===== config.mk =====
export PLATFORM = sky130hd
export DESIGN_NAME = pmd_timing_multiphase
export DESIGN_NICKNAME = d
export VERILOG_FILES = /design/src/rtl/pmd_timing_multiphase.sv
export SDC_FILE = /design/constraint.sdc
export NUM_CORES = 1
export LEC_CHECK = 0
export ABC_CLOCK_PERIOD_IN_PS = 3000
export CORE_MARGIN = 10
export CORE_UTILIZATION = 31
export DETAILED_ROUTE_END_ITERATION = 8
export GPL_TIMING_DRIVEN = 0
export PLACE_DENSITY = 0.52
export REMOVE_ABC_BUFFERS = 1
export SLEW_MARGIN = 20
export SYNTH_ARGS = -nofsm -noshare
export SYNTH_HDL_FRONTEND = slang
export SYNTH_SLANG_ARGS = --single-unit

===== constraint.sdc =====
create_clock -name clk -period 3 [get_ports clk]
set_input_delay 0.3 -clock clk [delete_from_list [all_inputs] [get_ports clk]]
set_output_delay 0.3 -clock clk [all_outputs]
set_load 0.05 [all_outputs]

===== src/rtl/pmd_timing_multiphase.sv =====
// PMD time-of-flight timing generator.
// Runs a frame of 1..MAX_PHASES sub-frames; each sub-frame is pixel reset,
// hold, modulated integration, serial ROI readout and a cooldown gap.
// Geometry, integration time and phase count are latched when a frame starts.
module pmd_timing_multiphase #(
  parameter int COL_W         = 8,
  parameter int ROW_W         = 8,
  parameter int MAX_PHASES    = 4,
  parameter int PH_W          = 2,
  parameter int T_CLK_HALF    = 25,
  parameter int T_PIXEL_RESET = 80,
  parameter int T_HOLD_RESET  = 10,
  parameter int T_HOLD_MOD    = 5,
  parameter int T_COOLDOWN    = 500
) (
  input  logic             clk,
  input  logic             reset,
  input  logic             frame_start,
  input  logic             abort,
  input  logic [31:0]      integration_time,
  input  logic [COL_W-1:0] last_column,
  input  logic [ROW_W-1:0] last_row,
  input  logic [PH_W-1:0]  num_phases_m1,
  input  logic             ENABLE_ROI,
  output logic             frame_rdy,
  output logic             mod_enable,
  output logic [PH_W-1:0]  phase_index,
  output logic [COL_W-1:0] current_column,
  output logic [ROW_W-1:0] current_row,
  output logic             sample_pixel,
  output logic             subframe_done,
  output logic             frame_done,
  output logic             roi_err,
  output logic             RESET_1,
  output logic             HOLD,
  output logic             START_ROI,
  output logic             CLK_ROI
);

  localparam int HC_W = (T_CLK_HALF > 1) ? $clog2(T_CLK_HALF) : 1;
  localparam logic [HC_W-1:0] HALF_LD = HC_W'(T_CLK_HALF - 1);
  localparam logic [31:0]     LD_PR   = 32'(T_PIXEL_RESET);
  localparam logic [31:0]     LD_HR   = 32'(T_HOLD_RESET);
  localparam logic [31:0]     LD_HM   = 32'(T_HOLD_MOD);
  localparam logic [31:0]     LD_CD   = 32'(T_COOLDOWN);
  localparam logic [PH_W-1:0] PH_MAX  = PH_W'(MAX_PHASES - 1);

  typedef enum logic [3:0] {
    IDLE, RST_A, RST_B, RST_C, INT_A, INT_B, INT_C, INT_D, INT_E,
    RD_START, RD_GAP, RD_PIX, COOLDOWN
  } state_t;

  // Saturate the requested phase count to what the frame supports.
  function automatic logic [PH_W-1:0] clamp_phases(input logic [PH_W-1:0] n);
    if (n > PH_MAX) return PH_MAX;
    return n;
  endfunction

  state_t             state_q, state_d;
  logic [31:0]        cnt_q, cnt_d;
  logic [HC_W-1:0]    half_q, half_d;
  logic               clk_roi_q, clk_roi_d;
  logic [COL_W-1:0]   col_q, col_d;
  logic [ROW_W-1:0]   row_q, row_d;
  logic               rep_q, rep_d;      // second CLK_ROI period of column 0
  logic [PH_W-1:0]    phase_q, phase_d;
  logic               roi_err_q, roi_err_d;
  logic               accept, sample_d, sub_done_d, frm_done_d;
  logic               tmr_done, half_done;
  logic               hold_d, reset1_d, mod_d, rdy_d, start_d;

  logic [31:0]        lat_int;
  logic [COL_W-1:0]   lat_col;
  logic [ROW_W-1:0]   lat_row;
  logic [PH_W-1:0]    lat_ph;

  assign tmr_done  = (cnt_q == 32'd0);
  assign half_done = (half_q == '0);

  // Next-state, counters and event strobes.
  always_comb begin
    state_d    = state_q;
    cnt_d      = tmr_done ? cnt_q : cnt_q - 32'd1;
    half_d     = half_q;
    clk_roi_d  = clk_roi_q;
    col_d      = col_q;
    row_d      = row_q;
    rep_d      = rep_q;
    phase_d    = phase_q;
    accept     = 1'b0;
    sample_d   = 1'b0;
    sub_done_d = 1'b0;
    frm_done_d = 1'b0;
    case (state_q)
      IDLE: if (frame_start) begin
        accept  = 1'b1;
        state_d = RST_A;
        cnt_d   = LD_PR;
        phase_d = '0;
      end
      RST_A: if (tmr_done) begin state_d = RST_B; cnt_d = LD_HR; end
      RST_B: if (tmr_done) begin state_d = RST_C; cnt_d = LD_HR; end
      RST_C: if (tmr_done) begin state_d = INT_A; cnt_d = LD_HM; end
      INT_A: if (tmr_done) begin state_d = INT_B; cnt_d = lat_int; end
      INT_B: if (tmr_done) begin state_d = INT_C; cnt_d = LD_HM; end
      INT_C: if (tmr_done) begin state_d = INT_D; cnt_d = LD_HR; end
      INT_D: if (tmr_done) begin state_d = INT_E; cnt_d = LD_HR; end
      INT_E: if (tmr_done) begin
        state_d   = RD_START;
        half_d    = HALF_LD;
        clk_roi_d = 1'b1;
        col_d     = '0;
        row_d     = '0;
        rep_d     = 1'b0;
      end
      RD_START: if (half_done) begin
        half_d = HALF_LD;
        if (clk_roi_q) clk_roi_d = 1'b0;
        else           state_d   = RD_GAP;
      end else begin
        half_d = half_q - HC_W'(1);
      end
      RD_GAP: if (half_done) begin
        half_d    = HALF_LD;
        state_d   = RD_PIX;
        clk_roi_d = 1'b1;
      end else begin
        half_d = half_q - HC_W'(1);
      end
      RD_PIX: if (half_done) begin
        half_d = HALF_LD;
        if (clk_roi_q) begin
          // Falling edge: the sensor presents the pixel, strobe the sampler
          // except on the extra period of column 0.
          clk_roi_d = 1'b0;
          sample_d  = !rep_q;
        end else begin
          clk_roi_d = 1'b1;
          if (col_q == '0 && !rep_q) begin
            rep_d = 1'b1;
          end else begin
            rep_d = 1'b0;
            if (col_q == lat_col) begin
              col_d = '0;
              if (row_q == lat_row) begin
                row_d      = '0;
                clk_roi_d  = 1'b0;
                state_d    = COOLDOWN;
                cnt_d      = LD_CD;
                sub_done_d = 1'b1;
              end else begin
                row_d = row_q + ROW_W'(1);
              end
            end else begin
              col_d = col_q + COL_W'(1);
            end
          end
        end
      end else begin
        half_d = half_q - HC_W'(1);
      end
      COOLDOWN: if (tmr_done) begin
        if (phase_q < lat_ph) begin
          phase_d = phase_q + PH_W'(1);
          state_d = RST_A;
          cnt_d   = LD_PR;
        end else begin
          state_d    = IDLE;
          frm_done_d = 1'b1;
        end
      end
      default: state_d = IDLE;
    endcase
    // Abort wins over every transition and suppresses all done pulses.
    if (abort && state_q != IDLE) begin
      state_d    = IDLE;
      cnt_d      = '0;
      half_d     = '0;
      clk_roi_d  = 1'b0;
      col_d      = '0;
      row_d      = '0;
      rep_d      = 1'b0;
      phase_d    = '0;
      sample_d   = 1'b0;
      sub_done_d = 1'b0;
      frm_done_d = 1'b0;
    end
  end

  // Sticky ROI error: raised by a dropped ENABLE_ROI during readout.
  always_comb begin
    roi_err_d = roi_err_q;
    if (accept) roi_err_d = 1'b0;
    else if (!ENABLE_ROI &&
             (state_q == RD_START || state_q == RD_GAP || state_q == RD_PIX))
      roi_err_d = 1'b1;
  end

  // Sensor pin levels for the state being entered, registered below.
  always_comb begin
    hold_d   = 1'b1;
    reset1_d = 1'b1;
    mod_d    = 1'b0;
    rdy_d    = 1'b0;
    case (state_d)
      IDLE:         rdy_d    = 1'b1;
      RST_A:        hold_d   = 1'b0;
      RST_C:        reset1_d = 1'b0;
      INT_A, INT_C: begin hold_d = 1'b0; reset1_d = 1'b0; end
      INT_B:        begin hold_d = 1'b0; reset1_d = 1'b0; mod_d = 1'b1; end
      INT_D:        reset1_d = 1'b0;
      default:      ;
    endcase
    start_d = (state_d == RD_START) && clk_roi_d;
  end

  // State, counters and registered outputs.
  always_ff @(posedge clk or posedge reset) begin
    if (reset) begin
      state_q       <= IDLE;
      cnt_q         <= '0;
      half_q        <= '0;
      clk_roi_q     <= 1'b0;
      col_q         <= '0;
      row_q         <= '0;
      rep_q         <= 1'b0;
      phase_q       <= '0;
      roi_err_q     <= 1'b0;
      HOLD          <= 1'b1;
      RESET_1       <= 1'b1;
      START_ROI     <= 1'b0;
      mod_enable    <= 1'b0;
      frame_rdy     <= 1'b1;
      sample_pixel  <= 1'b0;
      subframe_done <= 1'b0;
      frame_done    <= 1'b0;
    end else begin
      state_q       <= state_d;
      cnt_q         <= cnt_d;
      half_q        <= half_d;
      clk_roi_q     <= clk_roi_d;
      col_q         <= col_d;
      row_q         <= row_d;
      rep_q         <= rep_d;
      phase_q       <= phase_d;
      roi_err_q     <= roi_err_d;
      HOLD          <= hold_d;
      RESET_1       <= reset1_d;
      START_ROI     <= start_d;
      mod_enable    <= mod_d;
      frame_rdy     <= rdy_d;
      sample_pixel  <= sample_d;
      subframe_done <= sub_done_d;
      frame_done    <= frm_done_d;
    end
  end

  // Frame configuration snapshot; only meaningful while a frame runs.
  always_ff @(posedge clk) begin
    if (accept) begin
      lat_int <= integration_time;
      lat_col <= last_column;
      lat_row <= last_row;
      lat_ph  <= clamp_phases(num_phases_m1);
    end
  end

  assign CLK_ROI        = clk_roi_q;
  assign current_column = col_q;
  assign current_row    = row_q;
  assign phase_index    = phase_q;
  assign roi_err        = roi_err_q;

endmodule


==> metrics, run 1 <==
Crit path required time 3.35 ns; end-of-flow core utilization between 40% and 50%; Fmax roughly 0.34 GHz; total number of yosys warnings 0; clk_lat worst skew roughly 0.42 ns; commonest non-fill, non-tap cell in the layout clkdlybuf4s50_1; # setup viols final 0; CP Class reg2reg; RSZ-0062 raised after global routing yes; worst-margin pin slew 0.786 ns; number of synthesized flops with an enable pin 50; Main synth FF type dfrtp_1; clock network fraction of design power 22.9%; num rows 52; sw power 3790 uW; largest net degree at the start of global routing 37; Antenna diodes 0; Synth async-reset ratio 58.3%; Via Count 5,493; H-tree levels 4; Netlist Area Pre-Place 6390 um2; number of clock sinks 120; cts bufs inserted 17; met2 track demand over resource 21.3%; CTS max path bufs 2; last element of the critical path START_ROI; Power per Cell Area 1080 nW/um2; Vias/cell about 5.5; Max-cap violations 0; storage element area 3260 um2; Synth area leader dfrtp_1; Fillers 1,937; share of the synthesized area in the top cell type between 20% and 30%; drt first pass iters 5; Core ar. about 20,000 um2; final slew viol count 0; Setup crit start cnt_q[17]; HPWL Detailed 12,700 um; top post-synthesis cells by area dfrtp_1 (26%), edfxtp_1 (23%), xnor2_1 (3.7%); met3 GRT Util 3.25%; met1 GRT Util approximately a fifth; Final Cell Area 8480 um2; initial antenna violation count 0; synth-to-layout area growth 32.7%; crit path max fanout 7; min Tclk post-route 2.97 ns; worst-case clock skew 0.0111 ns; syn avg cell area ~10 um2; Reg power frac 28.7%; fin crit share 98.9%; DRC violations left 0; Peak VDD IR 570 uV; Leakage Power 0.00314 uW; vias in the first global route 5,446; Reg2Reg Depth 8; Seq/Total Area, Yosys 51.0%; CTS tree done; final hold violations 0; run status complete, no violations; worst reg2reg setup slack 0.03 ns; Total GRT Usage 14.0%; Yosys cell types 74; Die Span X 164 um; I/O Buffers between 80 and 90; Int Pwr roughly 5400 uW; Logic pwr share around half; Routed Antenna Nets 0; Total Wirelength 18,700 um; CP endpoint kind flip-flop; Clk Tree Root Cell clkbuf_16; DR WL/cell 18.5 um; Post-Syn Instances 625; die height 164 um; Sw Ratio between 40 and 50%; grt peak-use layer met2; multi-input logic area 3090 um2; gp weighted congestion just under 0.9; Die ar. about 27,000 um2; fraction of layout cells with a size suffix above 1 14.4%; Clock transition at path regs 0.06 ns; worst hold path class in2async; Rel. slew slack 46.8%; Yosys reg bits 120; Critical Path Source Type flip-flop; placed cell area 7550 um2; reg2reg end START_ROI; Initial Util 31.6%; I/O pins 83; total global routing overflow 0; DRT iter0 DRCs ~460; Worst EP arrival 3.32 ns; # nets final 789; first-pass GRT wire length 29,700 um; FF-to-FF Start cnt_q[17]; most frequent cells in the layout clkdlybuf4s50_1 (82), dfrtp_1 (64), edfxtp_1 (50)
[how the worst min path moves through the flow]
| stage | from | end | slack, ns | cells past startpoint |
|---|---|---|---|---|
| CTS | reset | current_row[0] | 0.28 | 2 |
| floorplan | last_column[0] | lat_col[0] | 0.40 | 0 |
| global route | reset | current_row[0] | 0.30 | 2 |
| finish | reset | current_row[0] | 0.26 | 2 |
| global placement | lat_int[27] | cnt_q[27] | 0.45 | 2 |
| detailed placement | lat_int[22] | cnt_q[22] | 0.45 | 2 |
[Yosys cell counts (13+ instances only)]
| master | number |
|---|---|
| nand2_1 | 43 |
| nand4_1 | 13 |
| clkbuf_1 | 26 |
| nor2_1 | 43 |
| a21oi_1 | 27 |
| nor4_1 | 13 |
| xnor2_1 | 27 |
| nand3_1 | 24 |
| edfxtp_1 | 50 |
| inv_1 | 20 |
| and3_1 | 13 |
| nor3_1 | 25 |
| dfrtp_1 | 67 |
| o21ai_0 | 45 |
[what timing repair did]
item,4_1_cts,5_1_grt
resized for setup,8,21
hold buffers,0,0
setup endpoints to repair,59,55
buffers inserted,17,5
endpoints found under the hold margin,0,0
gates cloned,2,0
pin swaps,8,11
[worst max-delay path: stages, from the launching register on]
cell	delay (ns)
dfrtp_1	0.41
or4_4	0.56
or3_4	0.38
nor3_4	0.34
buf_4	0.17
buf_4	0.17
a211oi_2	0.11
a2111o_1	0.47
and4b_1	0.28
[flip-flops by register name, indices dropped and copies added (netlist names), 2 cells and up]
name / cells
phase_index: 2
current_row: 8
lat_int: 32
lat_ph: 2
lat_col: 8
state_q: 4
half_q: 5
current_column: 8
cnt_q: 32
lat_row: 8
[cell families (layout without fill, tap and decap cells)]
kind of cell	after synthesis	after routing	synth area share, %
AO/OA/AOI/OAI	175	175	18.8
AND/OR/NAND/NOR	228	229	19.3
XOR/XNOR	32	32	4.39
flip-flops	120	120	51.0
buffers and inverters	53	164	3.43
multiplexers	8	8	1.33
adder cells (fa/ha/maj)	9	9	1.76
[cell type report]
class / count / share of cell area [%]
clock buffers: 21 / 5.19
clock inverters: 10 / 1.81
inverters: 21 / 1.02
multi-input cells: 453 / 36.4
flip-flops and latches: 120 / 38.4
well taps: 270 / 3.98
repair buffers: 111 / 13.1
repair inverters: 1 / 0.0443
[per-stage QoR]
| stage | power [uW] | instances | setup WS (ns) | setup TNS [ns] | hold slack, ns |
|---|---|---|---|---|---|
| floorplan | 5030 | 593 | -0.463 | -4.85 | 0.399 |
| global placement | 5990 | 945 | -1.99 | -151.68 | 0.451 |
| detailed placement | 6180 | 952 | -1.57 | -56.04 | 0.447 |
| CTS | 8810 | 1002 | 0.00296 | 0 | 0.276 |
| global route | 9700 | 1007 | -0.0456 | -0.0680 | 0.297 |
| finish | 9190 | 1007 | 0.0323 | 0 | 0.260 |
[power by group through the flow]
stage,registers (uW),clock network (uW),logic (uW)
detailed placement,2640,0,3530
finish,2640,2100,4450
CTS,2620,2140,4050
global placement,2650,0,3350
floorplan,2610,0,2420
global route,2700,2220,4780
[metal layers]
layer / share of wire (%) / vias to the layer above
li1: - / 2598
met1: 46 / 2689
met2: 47 / 182
met3: 5.4 / 24
met4: 1.8 / 0
met5: 0 / -
Note: power is estimated with default switching activity, not from simulation.
==> run 2, diff against run 1 <==
Settings changed: ABC_AREA set to 1, PLACE_DENSITY 0.52 to 0.51.
==> run 2 against run 1 <==
Effect of this change: hold slack worse by 0.017 ns; register-to-register slack better by 0.23 ns; flip-flop and latch count is the same; critical path type unchanged; critical endpoint is now cnt_q[0]; largest power group unchanged.
==> metrics, run 2 <==
run status complete, no violations; max incr delay on CP 0.45 ns (-0.11 ns); Largest regs cnt_q x32, lat_int x32; RSZ-0062 raised after global routing no; Slowest-stage cell, CP dfrtp_1; clk_lat worst skew 0.42 ns (about the same); gp weighted congestion 0.920 (+4.1%); Reg2Reg Depth 13 (+5); Vias/cell 4.72 (-13%); Fillers 2,320 (+20%); Post-Syn Instances 955 (+53%); Synth area leader dfrtp_1; Clk Tree Root Cell clkbuf_16; Fmax 0.365 GHz (+8.4%); Peak VDD IR 539 uV (-5.4%); Die Span X 172 um (+5.0%); placed cell area 8220 um2 (+8.9%); I/O pins 83 (unchanged); synth cell count leaders nand2_1 (250), nor2_1 (147), inv_1 (117); Post-Place Worst Slack -0.293 ns (+1.28 ns); Yosys reg bits 120 (unchanged); fraction of layout cells with a size suffix above 1 7.69% (-6.7 points); Max-cap violations 0 (unchanged); number of clock sinks 120 (unchanged); min Tclk post-route 2.74 ns (-0.229 ns); Yosys cell types 43 (-42%); num rows 55 (+5.8%); total number of yosys warnings 0 (unchanged); drt first pass iters 5 (unchanged); FF-to-FF Start cnt_q[0]; number of synthesized flops with an enable pin 50 (unchanged); worst-case clock skew 0.00978 ns (-0.00131 ns); Worst EP arrival 3.01 ns (-0.31 ns); CTS max path bufs 2 (unchanged); final hold violations 0 (unchanged); Via Count 6,318 (+15%); share of the synthesized area in the top cell type 23.5% (-2.7 points); largest net degree at the start of global routing 51 (+38%); Die ar. 29,500 um2 (+10%); Rel. slew slack 44.9% (-1.8 points); Core ar. 22,600 um2 (+12%); Crit path required time 3.27 ns (-0.08 ns); DRC violations left 0 (unchanged); CP Depth 13 (+5); CP dominant cell by count nand2_1; Netlist Area Pre-Place 7130 um2 (+12%); total global routing overflow 0 (unchanged); # setup viols final 0 (unchanged); Leakage Power 0.00411 uW (+31%); initial antenna violation count 1 (+1); Main synth FF type dfrtp_1; final slew viol count 0 (unchanged); synth-to-layout area growth 24.5%; Seq/Total Area, Yosys 45.7% (-5.3 points); CP Class reg2reg; Hold Slack 0.244 ns (-0.0167 ns); Critical Path Source Type flip-flop; first-pass GRT wire length 33,100 um (+11%); Final Cell Area 8880 um2 (+4.7%); syn avg cell area 7.47 um2 (-27%); CP endpoint kind flip-flop; cts bufs inserted 17 (unchanged); Power per Cell Area 1040 nW/um2 (-4.3%); Clock transition at path regs 0.06 ns (about the same); worst setup margin 0.262 ns (+0.229 ns); worst-margin pin slew 0.819 ns (+0.0333 ns); worst hold path class in2async; fin crit share 91.3% (-7.6 points); # nets final 1,104 (+40%); Initial Util 31.5% (-0.068 points); commonest non-fill, non-tap cell in the layout nand2_1; top post-synthesis cells by area dfrtp_1 (24%), edfxtp_1 (21%), nand2_1 (13%); most frequent cells in the layout nand2_1 (250), nor2_1 (146), inv_1 (114); worst path cell trace inv_1, ha_1, nand2_1, nor2_1, nand2_1, nor2_4, inv_1, ha_1, o21ai_0, nor2_1, nand2_1, a21oi_1, a21oi_1; crit path max fanout 13 (+6); Total Wirelength 20,800 um (+11%); top-count cell post-synth nand2_1; Total GRT Usage 14.4% (+0.39 points); vias in the first global route 6,203 (+14%); die height 172 um (+5.0%); CTS tree done; DRT iter0 DRCs 534 (+17%); Antenna diodes 0 (unchanged); delay-heaviest family, CP simple AND/OR/NAND/NOR gates; Setup crit start cnt_q[0]; Routed Antenna Nets 0 (unchanged); HPWL Detailed 14,800 um (+16%); I/O Buffers 82 (unchanged); DR WL/cell 15.6 um (-16%); Synth async-reset ratio 58.3% (unchanged); H-tree levels 4 (unchanged); hold-fix buffers at CTS 0 (unchanged); CP Buf/Inv Count 2 (unchanged)
run 2: cell types whose count changed after synthesis, sizes merged, moves of 16 or more:
cell and delta:
nand2 +215, nor2 +114, inv +103, a21oi +34, nand3 +34, xnor2 -19, clkbuf -16
run 2: layout make-up:
type	count	area (um2)	share of cell area [%]
Timing Repair inverter	1	5.00	0.0564
Clock inverter	13	148	1.66
Clock buffer	19	443	4.99
Timing Repair Buffer	86	863	9.72
Multi-Input combinational cell	688	3320	37.4
Tap cell	285	357	4.02
Inverter	126	487	5.48
Sequential cell	120	3260	36.7
run 2: worst register-to-register path, delay by kind of cell, from the launching register on:
kind	cells	cell delay [ns]
AOI/OAI and AO/OA	3	0.29
adders and majority gates	2	0.59
buffers and inverters	2	0.49
DFF	1	0.45
and+or+nand+nor	6	0.78
run 2: power by group:
group	leakage [uW]	internal, uW	switching (uW)
Combinational	0.00242	1420	3170
Clock	0.000281	1250	811
Sequential	0.00141	2210	342
Total	0.00411	4890	4330
run 2: what timing repair did:
| item | CTS | global route |
|---|---|---|
| pin swaps | 1 | 3 |
| setup endpoints to repair | 45 | 34 |
| setup buffers | 0 | 3 |
| gates cloned | 2 | 0 |
| resized for setup | 5 | 4 |
run 2: worst paths after layout:
| kind | to | slack [ns] |
|---|---|---|
| setup / recovery | cnt_q[0] | 0.26 |
| setup reg to reg | cnt_q[0] | 0.26 |
| min in group clk | lat_col[1] | 0.43 |
| max in group asynchronous | cnt_q[0] | 2.18 |
| hold reg to reg | sample_pixel | 0.45 |
| hold / removal | current_row[5] | 0.24 |
run 2: per-layer routing:
metal	track usage, %	part of all wire [%]	vias to the layer above
met3	4.58	6.2	15
met2	22.9	45	132
li1	-	-	3257
met5	0	0.043	-
met1	18.1	47	2912
met4	4.73	1.2	2
run 2: cells by family (layout without fill, tap and decap cells):
family	count (synthesis)	after routing	share of synthesized area, %
AO/OA/AOI/OAI	145	145	11.4
XOR/XNOR	26	26	3.19
adder cells (fa/ha/maj)	9	9	1.58
buffers and inverters	148	245	8.30
flip-flops	120	120	45.7
AND/OR/NAND/NOR	507	508	29.9
run 2: through the flow:
stage                     power [uW]  util, %  cells  setup TNS (ns)
after floorplan                 5800        -    933               0
after global placement          6960     36.2   1300          -55.00
after CTS                       9190     39.0   1335               0
final                           9210     39.2   1338               0
after global routing            9990     39.2   1338               0
after detailed placement        6960     36.3   1301           -6.99
